===== config.mk =====
export PLATFORM = sky130hd
export DESIGN_NAME = mem_arbiter_flat
export DESIGN_NICKNAME = d
export VERILOG_FILES = /design/src/rtl/mem_arbiter_if.sv /design/src/rtl/mem_arbiter.sv /design/src/flat_wrapper.sv
export SDC_FILE = /design/constraint.sdc
export NUM_CORES = 1
export LEC_CHECK = 0
export BUFFER_PORTS_ARGS = -buffer_cell sky130_fd_sc_hd__buf_2
export CAP_MARGIN = 20
export CORE_UTILIZATION = 47
export DETAILED_ROUTE_END_ITERATION = 7
export PLACE_DENSITY = 0.8
export SYNTH_ARGS = -nofsm -noshare
export SYNTH_HDL_FRONTEND = slang
export SYNTH_SLANG_ARGS = --single-unit

===== constraint.sdc =====
create_clock -name clk -period 3.5 [get_ports clk]
set_input_delay 0.525 -clock clk [delete_from_list [all_inputs] [get_ports clk]]
set_output_delay 0.525 -clock clk [all_outputs]
set_load 0.05 [all_outputs]

===== src/rtl/mem_arbiter_if.sv =====
// Bus bundle for mem_arbiter: cpu port, DMA/loader port, RAM port and grant.
// The slave modport is the arbiter's view; master is the surrounding system.
interface mem_arbiter_if #(
  parameter int AW = 9,
  parameter int DW = 16
);
  // cpu port
  logic [1:0]    cpu_cmd;
  logic [AW-1:0] cpu_addr;
  logic [DW-1:0] cpu_wdata;
  logic [DW-1:0] cpu_rdata;
  logic          cpu_wait;
  // DMA / loader port
  logic          dma_valid;
  logic          dma_we;
  logic [AW-1:0] dma_addr;
  logic [DW-1:0] dma_wdata;
  logic          dma_ready;
  logic          dma_rvalid;
  logic [DW-1:0] dma_rdata;
  // RAM port
  logic [AW-1:0] ram_addr;
  logic          ram_write;
  logic [DW-1:0] ram_din;
  logic [DW-1:0] ram_dout;
  // current/last owner
  logic          gnt_dma;

  modport slave (
    input  cpu_cmd, cpu_addr, cpu_wdata,
    output cpu_rdata, cpu_wait,
    input  dma_valid, dma_we, dma_addr, dma_wdata,
    output dma_ready, dma_rvalid, dma_rdata,
    output ram_addr, ram_write, ram_din,
    input  ram_dout,
    output gnt_dma
  );

  modport master (
    output cpu_cmd, cpu_addr, cpu_wdata,
    input  cpu_rdata, cpu_wait,
    output dma_valid, dma_we, dma_addr, dma_wdata,
    input  dma_ready, dma_rvalid, dma_rdata,
    input  ram_addr, ram_write, ram_din,
    output ram_dout,
    input  gnt_dma
  );
endinterface


===== src/rtl/mem_arbiter.sv =====
// Round-robin arbiter/sequencer sharing one single-ported RAM between the cpu
// and a DMA/loader port. Each access is IDLE(grant) -> ACCESS -> RESP.
module mem_arbiter #(
  parameter int AW = 9,
  parameter int DW = 16
) (
  input  logic          clk,
  input  logic          reset,
  mem_arbiter_if.slave  bus
);

  localparam logic [1:0] S_IDLE   = 2'd0;
  localparam logic [1:0] S_ACCESS = 2'd1;
  localparam logic [1:0] S_RESP   = 2'd2;

  logic [1:0]    state_q, state_d;
  logic          gnt_q, gnt_d;
  logic          last_q, last_d;
  logic          wr_q, wr_d;
  logic [AW-1:0] addr_q, addr_d;
  logic [DW-1:0] din_q, din_d;
  logic          ramwr_q, ramwr_d;
  logic [DW-1:0] crd_q, crd_d;
  logic [DW-1:0] drd_q, drd_d;

  logic cpu_req, dma_req, pick_dma, grant_wr;

  assign cpu_req  = (bus.cpu_cmd == 2'b01) || (bus.cpu_cmd == 2'b10);
  assign dma_req  = bus.dma_valid;
  // On a tie the port that did not win last time gets the RAM.
  assign pick_dma = dma_req && (!cpu_req || !last_q);
  assign grant_wr = pick_dma ? bus.dma_we : (bus.cpu_cmd == 2'b10);

  // Next-state: arbitration in IDLE, RAM strobe in ACCESS, read capture in RESP.
  always_comb begin
    state_d = state_q;
    gnt_d   = gnt_q;
    last_d  = last_q;
    wr_d    = wr_q;
    addr_d  = addr_q;
    din_d   = din_q;
    ramwr_d = ramwr_q;
    crd_d   = crd_q;
    drd_d   = drd_q;
    case (state_q)
      S_IDLE: begin
        if (cpu_req || dma_req) begin
          gnt_d   = pick_dma;
          last_d  = pick_dma;
          wr_d    = grant_wr;
          ramwr_d = grant_wr;
          addr_d  = pick_dma ? bus.dma_addr : bus.cpu_addr;
          if (grant_wr) din_d = pick_dma ? bus.dma_wdata : bus.cpu_wdata;
          state_d = S_ACCESS;
        end
      end
      S_ACCESS: begin
        ramwr_d = 1'b0;
        state_d = S_RESP;
      end
      S_RESP: begin
        if (!wr_q && !gnt_q) crd_d = bus.ram_dout;
        if (!wr_q &&  gnt_q) drd_d = bus.ram_dout;
        state_d = S_IDLE;
      end
      default: state_d = S_IDLE;
    endcase
  end

  // State registers; reset aborts any in-flight access without a response.
  always_ff @(posedge clk) begin
    if (reset) begin
      state_q <= S_IDLE;
      gnt_q   <= 1'b0;
      last_q  <= 1'b1;
      wr_q    <= 1'b0;
      addr_q  <= '0;
      din_q   <= '0;
      ramwr_q <= 1'b0;
      crd_q   <= '0;
      drd_q   <= '0;
    end else begin
      state_q <= state_d;
      gnt_q   <= gnt_d;
      last_q  <= last_d;
      wr_q    <= wr_d;
      addr_q  <= addr_d;
      din_q   <= din_d;
      ramwr_q <= ramwr_d;
      crd_q   <= crd_d;
      drd_q   <= drd_d;
    end
  end

  assign bus.ram_addr   = addr_q;
  assign bus.ram_din    = din_q;
  assign bus.ram_write  = ramwr_q;
  assign bus.gnt_dma    = gnt_q;
  assign bus.cpu_rdata  = crd_q;
  assign bus.dma_rdata  = drd_q;
  assign bus.dma_ready  = (state_q == S_RESP) && gnt_q;
  assign bus.dma_rvalid = (state_q == S_RESP) && gnt_q && !wr_q;
  assign bus.cpu_wait   = cpu_req && !((state_q == S_RESP) && !gnt_q);

endmodule


===== src/flat_wrapper.sv =====
// flat-port wrapper written by rule: the top's interface ports become plain ports
module mem_arbiter_flat 
#(
  parameter int AW = 9,
  parameter int DW = 16
)
  (clk, reset, bus_cpu_cmd, bus_cpu_addr, bus_cpu_wdata, bus_cpu_rdata, bus_cpu_wait, bus_dma_valid, bus_dma_we, bus_dma_addr, bus_dma_wdata, bus_dma_ready, bus_dma_rvalid, bus_dma_rdata, bus_ram_addr, bus_ram_write, bus_ram_din, bus_ram_dout, bus_gnt_dma);
  mem_arbiter_if #(.AW(AW), .DW(DW)) bus_i ();
  input  logic clk;
  input  logic reset;
  input wire logic [$bits(bus_i.cpu_cmd)-1:0] bus_cpu_cmd;
  input wire logic [$bits(bus_i.cpu_addr)-1:0] bus_cpu_addr;
  input wire logic [$bits(bus_i.cpu_wdata)-1:0] bus_cpu_wdata;
  output wire logic [$bits(bus_i.cpu_rdata)-1:0] bus_cpu_rdata;
  output wire logic [$bits(bus_i.cpu_wait)-1:0] bus_cpu_wait;
  input wire logic [$bits(bus_i.dma_valid)-1:0] bus_dma_valid;
  input wire logic [$bits(bus_i.dma_we)-1:0] bus_dma_we;
  input wire logic [$bits(bus_i.dma_addr)-1:0] bus_dma_addr;
  input wire logic [$bits(bus_i.dma_wdata)-1:0] bus_dma_wdata;
  output wire logic [$bits(bus_i.dma_ready)-1:0] bus_dma_ready;
  output wire logic [$bits(bus_i.dma_rvalid)-1:0] bus_dma_rvalid;
  output wire logic [$bits(bus_i.dma_rdata)-1:0] bus_dma_rdata;
  output wire logic [$bits(bus_i.ram_addr)-1:0] bus_ram_addr;
  output wire logic [$bits(bus_i.ram_write)-1:0] bus_ram_write;
  output wire logic [$bits(bus_i.ram_din)-1:0] bus_ram_din;
  input wire logic [$bits(bus_i.ram_dout)-1:0] bus_ram_dout;
  output wire logic [$bits(bus_i.gnt_dma)-1:0] bus_gnt_dma;
  assign bus_i.cpu_cmd = bus_cpu_cmd;
  assign bus_i.cpu_addr = bus_cpu_addr;
  assign bus_i.cpu_wdata = bus_cpu_wdata;
  assign bus_cpu_rdata = bus_i.cpu_rdata;
  assign bus_cpu_wait = bus_i.cpu_wait;
  assign bus_i.dma_valid = bus_dma_valid;
  assign bus_i.dma_we = bus_dma_we;
  assign bus_i.dma_addr = bus_dma_addr;
  assign bus_i.dma_wdata = bus_dma_wdata;
  assign bus_dma_ready = bus_i.dma_ready;
  assign bus_dma_rvalid = bus_i.dma_rvalid;
  assign bus_dma_rdata = bus_i.dma_rdata;
  assign bus_ram_addr = bus_i.ram_addr;
  assign bus_ram_write = bus_i.ram_write;
  assign bus_ram_din = bus_i.ram_din;
  assign bus_i.ram_dout = bus_ram_dout;
  assign bus_gnt_dma = bus_i.gnt_dma;
  mem_arbiter #(.AW(AW), .DW(DW)) u_core (.clk(clk), .reset(reset), .bus(bus_i));
endmodule

# After elaboration in Yosys (flattened, before gate mapping)

Index checks and enable logic that the tools add are counted.

Output and inout port bits: 62
Register bits: 63
Input port bits: 72

Reduce and logical (&&, ||, !) cells: 22
Eq/ne operators: 5
Mux-type cells: 7

Operators by type and width:

| operator                                               | count |
|---|---|
| 2-to-1 mux 16 bit                                      | 1 |
| 2-to-1 mux 9 bit                                       | 1 |
| AND reduction 2 bit                                    | 4 |
| logical AND 1 bit                                      | 7 |
| logical NOT 1 bit                                      | 5 |
| equality test 2 x 1 -> 1 bit (second input constant)   | 2 |
| equality test 2 bit (second input constant)            | 2 |
| one-hot mux 2 bit (2 select lines)                     | 1 |
| logical OR 1 bit                                       | 3 |
| AND reduction 3 bit                                    | 1 |
| logical NOT 2 bit                                      | 1 |
| 2-to-1 mux 1 bit                                       | 2 |
| 2-to-1 mux 2 bit                                       | 1 |
| inequality test 2 x 1 -> 1 bit (second input constant) | 1 |
| one-hot mux 1 bit (2 select lines)                     | 1 |
| nonzero test 2 bit                                     | 1 |

# Depth between registers and ports, before layout

Gate-level depths: netlist of run 1.

Word-level depth: 8
Depth in mapped cells: 8
Depth with buffers taken out: 6

# Worst setup path before layout of run 1

Ideal clock, no wire load.

Path type: register to output
From: reg u_core.gnt_q (netlist: u_core.bus.gnt_dma)
To: out bus_dma_rvalid
Buffers on the path: 2
Slack: 1,432 ps
Arrival time: 1,543 ps
Cell stages (with the launch flop): 6
Path through: dfxtp_1 -> nand3b_1 -> or2_1 -> buf_2 -> inv_2 -> buf_4

Longest elaborated chain between the ends: 2

Ends and longest elaborated chain:

| item                            | RTL line           | text |
|---|---|---|
| from (decl)                     | mem_arbiter.sv:17  | `logic gnt_q, gnt_d;` |
| from (signal assigned)          | mem_arbiter.sv:84  | `gnt_q <= gnt_d;` |
| logical AND 1 bit (2 in series) | mem_arbiter.sv:102 | `assign bus.dma_rvalid = (state_q == S_RESP) && gnt_q && !wr_q;` |
| to (decl)                       | flat_wrapper.sv:21 | `output wire logic [$bits(bus_i.dma_rvalid)-1:0] bus_dma_rvalid;` |

Every way passes these cells.

# Final worst setup path of run 1

From: reg u_core.state_q[1]
To: out bus_dma_rvalid

Longest elaborated chain between the ends: 3

Ends and longest elaborated chain:

| item                            | RTL line           | text |
|---|---|---|
| from (decl)                     | mem_arbiter.sv:16  | `logic [1:0] state_q, state_d;` |
| from (signal assigned)          | mem_arbiter.sv:83  | `state_q <= state_d;` |
| equality test 2 bit             | mem_arbiter.sv:102 |  |
| logical AND 1 bit (2 in series) | mem_arbiter.sv:102 |  |

Every way passes these cells.

==> Flow_metrics.wiki, run 1 <==
{| class="wikitable"
! Metric !! Value
|-
| Clock network latency to the later pin of the worst-skew pair || about 0.32 ns
|-
| CTS Sinks || 63
|-
| Core box area || around 0.0060 mm²
|-
| Critical path cell sequence || nand3b_1, or2_1, buf_4, inv_2, buf_2
|-
| Largest net degree at the start of global routing || 34
|-
| GRT Total Usage || between 20% and 30%
|-
| Pins over their slew limit || 0
|-
| Number of nets produced by synthesis || around 440
|-
| Simple-gate share of the synthesized area || between 20 and 30%
|-
| Worst setup path category || reg -> out
|-
| Static Leakage || ~0.0017 µW
|-
| Number of synthesized register bits || 63
|-
| Total number of placement rows || 28
|-
| Worst endpoint required time || about 3.0 ns
|-
| Initial drt markers || roughly 170
|-
| Cts-stage hold buffer count || 0
|-
| Outcome || complete, no violations
|-
| Post-Synth Adder-Cell Area || less than 1%
|-
| Transition time of the tightest slew-check pin || approximately 0.97 ns
|-
| Share of the clock period used by the worst path after layout || just under 70%
|-
| Number of filler cells placed in the layout || around 560
|-
| Gp weighted congestion || approximately 0.77
|-
| Mux cell area share after synthesis || less than 1%
|-
| Compound-gate portion of the synthesized area || 21.5%
|-
| Worst stage delay on the critical path || 0.44 ns
|-
| Inserted Diodes || 0
|-
| Crit-path slowest cell || dfxtp_1
|-
| Cell type contributing the most total cell area after synthesis || dfxtp_1
|-
| DR pass1 iterations || 4
|-
| Post-Route Setup TNS || 0 ns
|-
| Clock tree from TritonCTS || done
|-
| Fmax achieved || just over 400 MHz
|-
| Residual overflow from global routing || 0
|-
| First-pass GRT wire length || roughly 12000 µm
|-
| Per-instance average area after synthesis || 8.08 µm²
|-
| Via count of the first global-routing pass || approximately 2700
|-
| Final antenna-violating net count || 0
|-
| Per-cell via count in the routed design || 5.33
|-
| Die H || about 82 µm
|-
| Setup fix buffers added after clock tree synthesis || 0
|-
| Setup repair after global routing missed its margin || false
|-
| Layout overhead on the synthesized area || 27.9%
|-
| Worst-path clk slew || approximately 0.070 ns
|-
| Routed via count || 3028
|-
| Count of input and output buffers || approximately 130
|-
| Arrival time of the worst setup path || about 1.9 ns
|-
| Biggest area contributors in the synthesized netlist || dfxtp_1 42%, nand2_1 9.4%, a21oi_1 8.2%, nand4b_1 4.7%, nor2b_1 3.8%
|-
| Fin Clk Skew || a little over 0.009 ns
|-
| Combinational family with the most area after synthesis || simple AND/OR/NAND/NOR gates
|-
| Leading cell type in the layout, fill and taps excluded || buf_2
|-
| Path type of the worst min-delay path || in -> reg
|-
| Initial antenna violation count || 0
|-
| Area fraction of the dominant cell type after synthesis || 42.3%
|-
| Maximum resistive drop on vdd || 0.000363 V
|-
| Routed length per instance || ~14 µm
|-
| Post-Route WL || approximately 7700 µm
|-
| DP Worst Slack || about 1.0 ns
|-
| Post-Syn Instances || ~370
|-
| Number of top-level pins || 134
|-
| Root Buffer || clkbuf_8
|-
| DP Wirelength || about 5400 µm
|-
| Post-layout net count || between 500 and 600
|-
| Ratio of cells with drive above 1 in the final layout || 34.1%
|-
| Chip Width || approximately 82 µm
|-
| Clock buffer count from CTS || 9
|-
| Kind of start point of the critical path || flip-flop
|-
| Power density cells || between 400 and 500 mW/mm²
|-
| # DRC || 0
|-
| Final hold violations || 0
|-
| PnR worst setup slack || 1.10 ns
|-
| Post-synth cell types || 34
|-
| Initial core utilization || around half
|-
| Tightest hold margin || roughly 0.44 ns
|-
| Tot Pwr || approximately 1900 µW
|-
| Number of H-tree levels || 3
|-
| CTS resizes || 0
|-
| Highest-count cells in the layout ignoring fill and taps || 133 x buf_2, 75 x nand2_1, 63 x dfxtp_1, 49 x a21oi_1, 29 x nor2_1
|-
| Count of final setup violators || 0
|-
| Element type at the critical path end || output pin
|-
| Crit Path Max Fanout || 17
|-
| Count of yosys warnings during synthesis || 0
|-
| Bufs on Longest Clock Path || 2
|-
| Synthesized area || between 0.002 and 0.003 mm²
|-
| Max-Slew Margin vs Limit || 35.0%
|-
| Die Area || 0.00666 mm²
|-
| Fin crit period || roughly 2.4 ns
|-
| Parity-gate share of the synthesized area counting xor and xnor cells || 0%
|-
| Sequential fraction of the synthesis area || between 40% and 50%
|-
| Max-capacitance violation count || 0
|}
==> sequential cells by signal, indices dropped and copies added, names as in the netlist <==
signal and count:
u_core.bus.dma_rdata 16, u_core.bus.ram_write 1, u_core.state_q 2, u_core.last_q 1, u_core.bus.cpu_rdata 16, u_core.bus.gnt_dma 1
u_core.bus.ram_addr 9, u_core.bus.ram_din 16, u_core.wr_q 1
==> logic make-up (layout without fill, tap and decap cells) <==
family          Yosys count  after routing
simple gates            161            161
mux                       1              1
flops                    63             63
fa+ha+maj                 1              1
compound gates           93             93
buf+inv                  50            174
==> worst max-delay path, delay by kind of cell, from the launching register on <==
| kind | cells | cell delay, ns |
|---|---|---|
| buf+inv | 3 | 0.77 |
| simple gates | 2 | 0.35 |
| flops | 1 | 0.44 |
==> routing by layer <==
layer | wire [µm] | global-route usage (%)
met5 | 0 | 0
met4 | 117 | 8.95
met3 | 434 | 4.22
met2 | 3860 | 39.9
met1 | 3260 | 28.3
==> through the flow <==
| stage | area (µm²) | utilization [%] | instances |
|---|---|---|---|
| floorplan | 2980 | - | 369 |
| global placement | 3620 | 60.1 | 552 |
| detailed placement | 3620 | 60.1 | 552 |
| CTS | 3810 | 63.3 | 568 |
| global route | 3810 | 63.3 | 568 |
| finish | 3810 | 63.3 | 568 |
==> worst paths after layout <==
| check | start | end | slack (ns) | cells past startpoint |
|---|---|---|---|---|
| worst max-delay path | u_core.state_q[1]$_SDFFE_PP0P_ | bus_dma_rvalid | 1.10 | 5 |
| worst min-delay path | bus_ram_dout[5] | u_core.bus.cpu_rdata[5]$_SDFFE_PP0P_ | 0.44 | 3 |
| worst max register to register | u_core.state_q[1]$_SDFFE_PP0P_ | u_core.bus.ram_addr[1]$_SDFFE_PP0P_ | 1.74 | 4 |
| worst min register to register | u_core.bus.cpu_rdata[0]$_SDFFE_PP0P_ | u_core.bus.cpu_rdata[0]$_SDFFE_PP0P_ | 0.45 | 2 |
==> cells in the mapped netlist <==
cell type / number
nand2_1: 75
dfxtp_1: 63
a21oi_1: 49
nor2_1: 29
inv_1: 19
nor2b_1: 18
o21ai_0: 17
clkbuf_1: 16
nand4b_1: 16
nand3_1: 10
a311oi_1: 9
buf_2: 9
a2111oi_0: 6
a2111oi_2: 6
buf_6: 3
a2111oi_1: 2
a2111oi_4: 2
buf_4: 2
nand3b_1: 2
or3_1: 2
a211oi_1: 1
and2b_1: 1
ha_1: 1
inv_2: 1
mux2i_2: 1
nand2_8: 1
nand2b_1: 1
nand2b_4: 1
nor2b_4: 1
nor3_2: 1
nor3_4: 1
nor3b_1: 1
o31ai_1: 1
or2_1: 1
==> area by class of cell <==
class	count	area, µm²	area share (%)
Timing Repair Buffer	138	703	18.4
Clock inverter	6	61.3	1.61
Clock buffer	10	128	3.35
Inverter	20	75.1	1.97
Tap cell	75	93.8	2.46
Sequential cell	63	1260	33.1
Multi-Input combinational cell	256	1490	39.1
==> power breakdown <==
group / switching (µW) / internal, µW
clock network: 275 / 326
logic: 334 / 138
registers: 34.8 / 764
Note: power is estimated with default switching activity, not from simulation.
==> run 2: changes to the inputs <==
Settings changed: CORE_UTILIZATION 47 to 42, PLACE_DENSITY 0.8 to 0.75.
Clock period 3.5 ns to 2.1 ns, I/O delays scaled along.
==> run 2 against run 1 <==
  * Flip-flop and latch count unchanged
  * First-iteration DRC count decreased by 8.7%
  * Clock skew about the same
  * Design area increased by 3.3%
  * Combinational power increased by 76%
  * Clock-buffer cell count unchanged
  * Final cell count increased by 4.8%
  * Sequential share of layout area decreased by 1.1 points
  * Hold slack got worse by 0.22 ns
  * Register-to-register slack got worse by 1.1 ns
  * Critical path depth decreased by 1
  * Setup slack got worse by 0.80 ns
  * Highest routed layer unchanged
==> Flow_metrics.wiki, run 2 (synthesized netlist as in run 1, its figures left out) <==
{| class="wikitable"
! Metric !! Value
|-
| Max-capacitance violation count || 0 (unchanged)
|-
| Met1 wire length || 3530 µm (was 3260 µm)
|-
| Flop-to-flop setup slack || 0.60 ns (was 1.74 ns)
|-
| Int Pwr || 2120 µW (was 1230 µW)
|-
| Initial antenna violation count || 0 (unchanged)
|-
| Bufs on Longest Clock Path || 2 (unchanged)
|-
| Sum of buffers and inverters on the critical path || 2 (was 3)
|-
| Count of final setup violators || 0 (unchanged)
|-
| Initial drt markers || 157 (was 172)
|-
| Chip Width || 86.2 µm (was 81.6 µm)
|-
| Outcome || complete, no violations (unchanged)
|-
| Cts-stage hold buffer count || 0 (unchanged)
|-
| Worst stage delay on the critical path || 0.44 ns (about the same)
|-
| Gate power share || 25.7% (was 25.2%)
|-
| Layout overhead on the synthesized area || 32.2% (was 27.9%)
|-
| Transition time of the tightest slew-check pin || 0.623 ns (was 0.970 ns)
|-
| Sequential Power Share || 41.1% (was 42.7%)
|-
| Ratio of cells with drive above 1 in the final layout || 35.1% (was 34.1%)
|-
| Post-Route WL || 7830 µm (was 7670 µm)
|-
| Initial core utilization || 43.6% (was 49.5%)
|-
| Post-Route Setup TNS || 0 ns (unchanged)
|-
| Non-filler cells in the finished layout || 595 (was 568)
|-
| Clock network latency to the later pin of the worst-skew pair || 0.34 ns (was 0.32 ns)
|-
| Clock buffer count from CTS || 9 (unchanged)
|-
| Clock tree from TritonCTS || done (unchanged)
|-
| Fin crit period || roughly 1.8 ns
|-
| Number of top-level pins || 134 (unchanged)
|-
| Highest routed layer || met4 (unchanged)
|-
| Leading cell type in the layout, fill and taps excluded || buf_2 (unchanged)
|-
| Root Buffer || clkbuf_8 (unchanged)
|-
| Crit Path Max Fanout || 6 (was 17)
|-
| Setup fix buffers added after clock tree synthesis || 0 (unchanged)
|-
| Arrival time of the worst setup path || 1.49 ns (was 1.88 ns)
|-
| Total number of placement rows || 30 (was 28)
|-
| Power density cells || 820 mW/mm² (was 491 mW/mm²)
|-
| CTS Sinks || 63 (unchanged)
|-
| DR pass1 iterations || 4 (unchanged)
|-
| Number of filler cells placed in the layout || 673 (was 562)
|-
| Switching part of the total power || 34.5% (was 34.4%)
|-
| Critical path cell sequence || nand3b_1, or2_1, inv_2, buf_2 (was nand3b_1, or2_1, buf_4, inv_2, buf_2)
|-
| Die H || 86.2 µm (was 81.6 µm)
|-
| Number of H-tree levels || 3 (unchanged)
|-
| Routed via count || 2982 (was 3028)
|-
| Largest net degree at the start of global routing || 39 (was 34)
|-
| Residual overflow from global routing || 0 (unchanged)
|-
| Largest delay share family, worst path || flip-flops (was buffers and inverters)
|-
| Final hold violations || 0 (unchanged)
|-
| Kind of start point of the critical path || flip-flop (unchanged)
|-
| WL met3 || 358 µm (was 434 µm)
|-
| Post-layout net count || 567 (was 561)
|-
| Tightest hold margin || 0.219 ns (was 0.441 ns)
|-
| Clock network fraction of total power || 33.2% (was 32.1%)
|-
| Worst-path clk slew || 0.08 ns (was 0.07 ns)
|-
| Highest-count cells in the layout ignoring fill and taps || 133 x buf_2, 75 x nand2_1, 63 x dfxtp_1, 49 x a21oi_1, 29 x nor2_1 (unchanged)
|-
| Setup repair after global routing missed its margin || false (unchanged)
|-
| Fmax achieved || 553 MHz
|-
| Element type at the critical path end || output pin (unchanged)
|-
| Static Leakage || 0.00169 µW (was 0.00165 µW)
|-
| First-pass GRT wire length || 12700 µm (was 12000 µm)
|-
| Placed insts || 579 (was 552)
|-
| Gp weighted congestion || 0.778 (was 0.774)
|-
| Fin Clk Skew || 0.00957 ns (was 0.00923 ns)
|-
| # DRC || 0 (unchanged)
|-
| Max-Slew Margin vs Limit || 58.5% (was 35.0%)
|-
| Psw || 1110 µW (was 643 µW)
|-
| Inserted Diodes || 0 (unchanged)
|-
| Pins over their slew limit || 0 (unchanged)
|-
| Share of the clock period used by the worst path after layout || between 80% and 90%
|-
| Die Area || 0.00744 mm² (was 0.00666 mm²)
|-
| Routed length per instance || 13.2 µm (was 13.5 µm)
|-
| Core box area || 0.00683 mm² (was 0.00603 mm²)
|-
| CTS resizes || 0 (unchanged)
|-
| Worst endpoint required time || 1.78 ns (was 2.97 ns)
|-
| Path type of the worst min-delay path || in -> reg (unchanged)
|-
| GRT Total Usage || 21.6% (was 23.1%)
|-
| Per-cell via count in the routed design || 5.01 (was 5.33)
|-
| Count of input and output buffers || 133 (unchanged)
|-
| Worst setup path category || reg -> out (unchanged)
|-
| DP Wirelength || 5640 µm (was 5450 µm)
|-
| Final antenna-violating net count || 0 (unchanged)
|-
| Maximum resistive drop on vdd || 0.000390 V (was 0.000363 V)
|-
| Crit-path slowest cell || dfxtp_1 (unchanged)
|-
| Routed length on met2 || 3820 µm (was 3860 µm)
|-
| Via count of the first global-routing pass || 2839 (was 2693)
|}
[run 2: cell count changes in the layout (fill, tap and decap cells not counted), sizes merged]
cell	change
buf	+6
clkinv	-2
clkinvlp	+2
[run 2: worst reg2reg max path, stage by stage, from the launching register on]
cell	delay (ns)
dfxtp_1	0.44
nand2b_1	0.13
or3_1	0.58
nand2_1	0.17
a21oi_1	0.07
[run 2: final timing paths]
kind                                   startpoint                                   end  cells after the start
min                               bus_ram_dout[5]  u_core.bus.dma_rdata[5]$_SDFFE_PP0P_                      3
max reg2reg        u_core.state_q[1]$_SDFFE_PP0P_  u_core.bus.cpu_rdata[0]$_SDFFE_PP0P_                      4
min reg2reg  u_core.bus.cpu_rdata[6]$_SDFFE_PP0P_  u_core.bus.cpu_rdata[6]$_SDFFE_PP0P_                      2
max                u_core.state_q[1]$_SDFFE_PP0P_                        bus_dma_rvalid                      4
[run 2: metal layers]
metal | global-route usage [%] | up-vias
li1 | - | 1518
met1 | 27.3 | 1367
met2 | 36.2 | 88
met3 | 3.90 | 9
met4 | 9.70 | 0
met5 | 0 | -
[run 2: power by group through the flow]
stage	Combinational (µW)	Sequential [µW]	Clock [µW]
5_1_grt	894	1340	1150
4_1_cts	832	1330	1100
3_5_place_dp	831	1360	0
3_3_place_gp	817	1360	0
2_1_floorplan	361	1590	0
6_report	830	1330	1070
[run 2: stage by stage]
| stage | power [µW] | setup WS (ns) | cell area (µm²) | util [%] |
|---|---|---|---|---|
| floorplan | 1950 | 0.242 | 2980 | - |
| global placement | 2170 | 0.209 | 3730 | 54.6 |
| detailed placement | 2190 | 0.121 | 3730 | 54.6 |
| CTS | 3260 | 0.271 | 3940 | 57.7 |
| global route | 3380 | 0.192 | 3940 | 57.7 |
| finish | 3230 | 0.292 | 3940 | 57.7 |
[run 2: final cells by class]
cell class | instances | area [µm²] | area share [%]
clock buffer | 10 | 138 | 3.49
timing repair buffer | 144 | 786 | 19.9
sequential | 63 | 1260 | 32.0
clock inverter | 6 | 70.1 | 1.78
tap | 96 | 120 | 3.05
multi-input combinational | 256 | 1490 | 37.8
inverter | 20 | 75.1 | 1.91
==> run 3: changes to the inputs <==
Settings changed: BUFFER_PORTS_ARGS -buffer_cell sky130_fd_sc_hd__buf_2 to not set, CORE_UTILIZATION 42 to 47, DONT_BUFFER_PORTS set to 1, PLACE_DENSITY 0.75 to not set, RECOVER_POWER set to 25.
==> run 3 against run 2 <==
  * Design area down 18%
  * Largest cell class unchanged
  * Critical path depth down 1
  * Clock power up 7%
  * Highest routed layer unchanged
  * Clock-buffer cell count down 1
==> Flow_metrics.wiki, run 3 (synthesized netlist as in run 1, its figures left out) <==
{| class="wikitable"
! Metric !! Value
|-
| Ratio of cells with drive above 1 in the final layout || 11.1% (was 35.1%)
|-
| Most crowded layer after global routing || met2 (unchanged)
|-
| DP Worst Slack || 0.281 ns (was 0.121 ns)
|-
| Max-Slew Margin vs Limit || 56.0% (was 58.5%)
|-
| Post-layout net count || 437 (was 567)
|-
| Cts-stage hold buffer count || 0 (unchanged)
|-
| Count of input and output buffers || 0 (was 133)
|-
| Maximum resistive drop on vdd || 0.000445 V (was 0.000390 V)
|-
| Non-filler cells in the finished layout || 444 (was 595)
|-
| Worst flop-to-flop path endpoint || u_core.bus.ram_din[4]$_SDFFE_PP0P_ (was u_core.bus.cpu_rdata[0]$_SDFFE_PP0P_)
|-
| Gp weighted congestion || 0.761 (was 0.778)
|-
| Routed length per instance || 16.3 µm (was 13.2 µm)
|-
| Power density cells || 969 mW/mm² (was 820 mW/mm²)
|-
| CTS resizes || 0 (unchanged)
|-
| Crit-path slowest cell || dfxtp_1 (unchanged)
|-
| Psw || 1030 µW (was 1110 µW)
|-
| Count of final setup violators || 0 (unchanged)
|-
| Reg-to-Reg Start || u_core.last_q$_SDFFE_PP1P_ (was u_core.state_q[1]$_SDFFE_PP0P_)
|-
| Path type of the worst min-delay path || in -> reg (unchanged)
|-
| CTS Sinks || 63 (unchanged)
|-
| Number of H-tree levels || 3 (unchanged)
|-
| Crit Path Max Fanout || 17 (was 6)
|-
| Worst endpoint required time || 1.78 ns (about the same)
|-
| Die H || 81.6 µm (was 86.2 µm)
|-
| Switching part of the total power || 32.8% (was 34.5%)
|-
| Path depth of the worst reg2reg path || 5 (was 4)
|-
| Final antenna-violating net count || 0 (unchanged)
|-
| Met3 track demand over resource || 7.22% (was 3.90%)
|-
| Critical path cell sequence || nand3b_1, or2_1, inv_2 (was nand3b_1, or2_1, inv_2, buf_2)
|-
| Worst stage delay on the critical path || 0.46 ns (was 0.44 ns)
|-
| Fin Clk Skew || 0.00561 ns (was 0.00957 ns)
|-
| Fin crit period || 1.89 ns (was 1.81 ns)
|-
| Hold Path Depth || 1 (was 3)
|-
| Static Leakage || 0.00109 µW (was 0.00169 µW)
|-
| Initial drt markers || 138 (was 157)
|-
| Worst-path clk slew || 0.08 ns (about the same)
|-
| Int Pwr || 2110 µW (was 2120 µW)
|-
| Highest-count cells in the layout ignoring fill and taps || 75 x nand2_1, 63 x dfxtp_1, 49 x a21oi_1, 29 x nor2_1, 19 x inv_1 (was 133 x buf_2, 75 x nand2_1, 63 x dfxtp_1, 49 x a21oi_1, 29 x nor2_1)
|-
| Sequential Power Share || 49.7% (was 41.1%)
|-
| Root Buffer || clkbuf_8 (unchanged)
|-
| Leading cell type in the layout, fill and taps excluded || nand2_1 (was buf_2)
|-
| Min-delay src || reset (was bus_ram_dout[5])
|-
| Worst setup path category || reg -> out (unchanged)
|-
| Placed insts || 428 (was 579)
|-
| Outcome || complete, no violations (unchanged)
|-
| Via count of the first global-routing pass || 2336 (was 2839)
|-
| Fmax achieved || 529 MHz (was 553 MHz)
|-
| Post-Route Setup TNS || 0 ns (unchanged)
|-
| Global Route met2 Usage || 33.8% (was 36.2%)
|-
| Routed via count || 2507 (was 2982)
|-
| Transition time of the tightest slew-check pin || 0.660 ns (was 0.623 ns)
|-
| Largest net degree at the start of global routing || 65 (was 39)
|-
| Layout overhead on the synthesized area || 8.61% (was 32.2%)
|-
| Chip Width || 81.6 µm (was 86.2 µm)
|-
| Element type at the critical path end || output pin (unchanged)
|-
| DP Wirelength || 4800 µm (was 5640 µm)
|-
| Gate power share || 13.7% (was 25.7%)
|-
| End point of the worst hold path || u_core.bus.dma_rdata[7]$_SDFFE_PP0P_ (was u_core.bus.dma_rdata[5]$_SDFFE_PP0P_)
|-
| Finished Core Util || 53.7% (was 57.7%)
|-
| Residual overflow from global routing || 0 (unchanged)
|-
| Initial core utilization || 49.5% (was 43.6%)
|-
| Arrival time of the worst setup path || 1.57 ns (was 1.49 ns)
|-
| # DRC || 0 (unchanged)
|-
| Clock network latency to the later pin of the worst-skew pair || 0.32 ns (was 0.34 ns)
|-
| Setup fix buffers added after clock tree synthesis || 0 (unchanged)
|-
| DR pass1 iterations || 4 (unchanged)
|-
| Max-capacitance violation count || 0 (unchanged)
|-
| Number of top-level pins || 134 (unchanged)
|-
| Final hold violations || 0 (unchanged)
|-
| Pins over their slew limit || 0 (unchanged)
|-
| Tightest hold margin || 0.0467 ns (was 0.219 ns)
|-
| Post-Route WL || 7220 µm (was 7830 µm)
|-
| Flop-to-flop setup slack || 0.35 ns (was 0.60 ns)
|-
| Inserted Diodes || 0 (unchanged)
|-
| Per-cell via count in the routed design || 5.65 (was 5.01)
|-
| First-pass GRT wire length || 11000 µm (was 12700 µm)
|-
| Met1 routing resource usage after global routing || 27.3% (about the same)
|-
| Bufs on Longest Clock Path || 2 (unchanged)
|-
| Share of the clock period used by the worst path after layout || 90.0% (was 86.1%)
|-
| Initial antenna violation count || 0 (unchanged)
|-
| Setup repair after global routing missed its margin || false (unchanged)
|-
| Total number of placement rows || 28 (was 30)
|-
| Kind of start point of the critical path || flip-flop (unchanged)
|-
| Clock network fraction of total power || 36.6% (was 33.2%)
|-
| Clock tree from TritonCTS || done (unchanged)
|-
| Die Area || 0.00666 mm² (was 0.00744 mm²)
|-
| PnR worst setup slack || 0.211 ns (was 0.292 ns)
|-
| GRT Total Usage || 21.6% (about the same)
|-
| Core box area || 0.00603 mm² (was 0.00683 mm²)
|-
| Clock buffer count from CTS || 9 (unchanged)
|}
[run 3: how the worst max path moves through the flow]
| stage | depth (start not counted) | endpoint | slack, ns | start |
|---|---|---|---|---|
| after CTS | 3 | bus_dma_rvalid | 0.18 | u_core.state_q[1]$_SDFFE_PP0P_ |
| final | 3 | bus_dma_rvalid | 0.21 | u_core.state_q[1]$_SDFFE_PP0P_ |
| after global routing | 3 | bus_dma_rvalid | 0.09 | u_core.state_q[1]$_SDFFE_PP0P_ |
| after floorplan | 5 | bus_dma_rvalid | 0.24 | u_core.bus.gnt_dma$_SDFFE_PP0P_ |
| after detailed placement | 8 | u_core.wr_q$_SDFFE_PP0P_ | 0.28 | bus_cpu_cmd[0] |
| after global placement | 6 | u_core.bus.ram_din[12]$_SDFFE_PP0P_ | 0.31 | bus_cpu_cmd[0] |
[run 3: cell type report]
cell class | count | area (µm²)
multi-input cells | 256 | 1480
clock buffers | 9 | 124
inverters | 20 | 75.1
fillers | 618 | 2790
clock inverters | 7 | 96.3
flip-flops and latches | 63 | 1260
repair buffers | 14 | 104
well taps | 75 | 93.8
[run 3: metal layers]
layer | vias up | share of wire, % | wire, µm
met5 | - | 0 | 0
met4 | 0 | 1.1 | 81
met3 | 9 | 9.1 | 657
met2 | 96 | 45 | 3260
met1 | 1141 | 45 | 3230
li1 | 1261 | - | -
[run 3: power by group through the flow]
stage               clock (µW)  combinational [µW]  sequential, µW
finish                    1150                 430            1560
detailed placement           0                 442            1590
global placement             0                 433            1590
global route              1240                 476            1570
floorplan                    0                 361            1590
CTS                       1180                 443            1560
[run 3: critical path: cells and delay by family (launching register included)]
kind,cells,cell delay (ns)
buffers and inverters,1,0.42
AND/OR/NAND/NOR,2,0.37
flip-flops,1,0.46
[run 3: through the flow]
step | cell area, µm² | total power, µW
3_5_place_dp | 3040 | 2030
2_1_floorplan | 2980 | 1950
5_1_grt | 3240 | 3280
3_3_place_gp | 3040 | 2020
6_report | 3240 | 3140
4_1_cts | 3260 | 3180
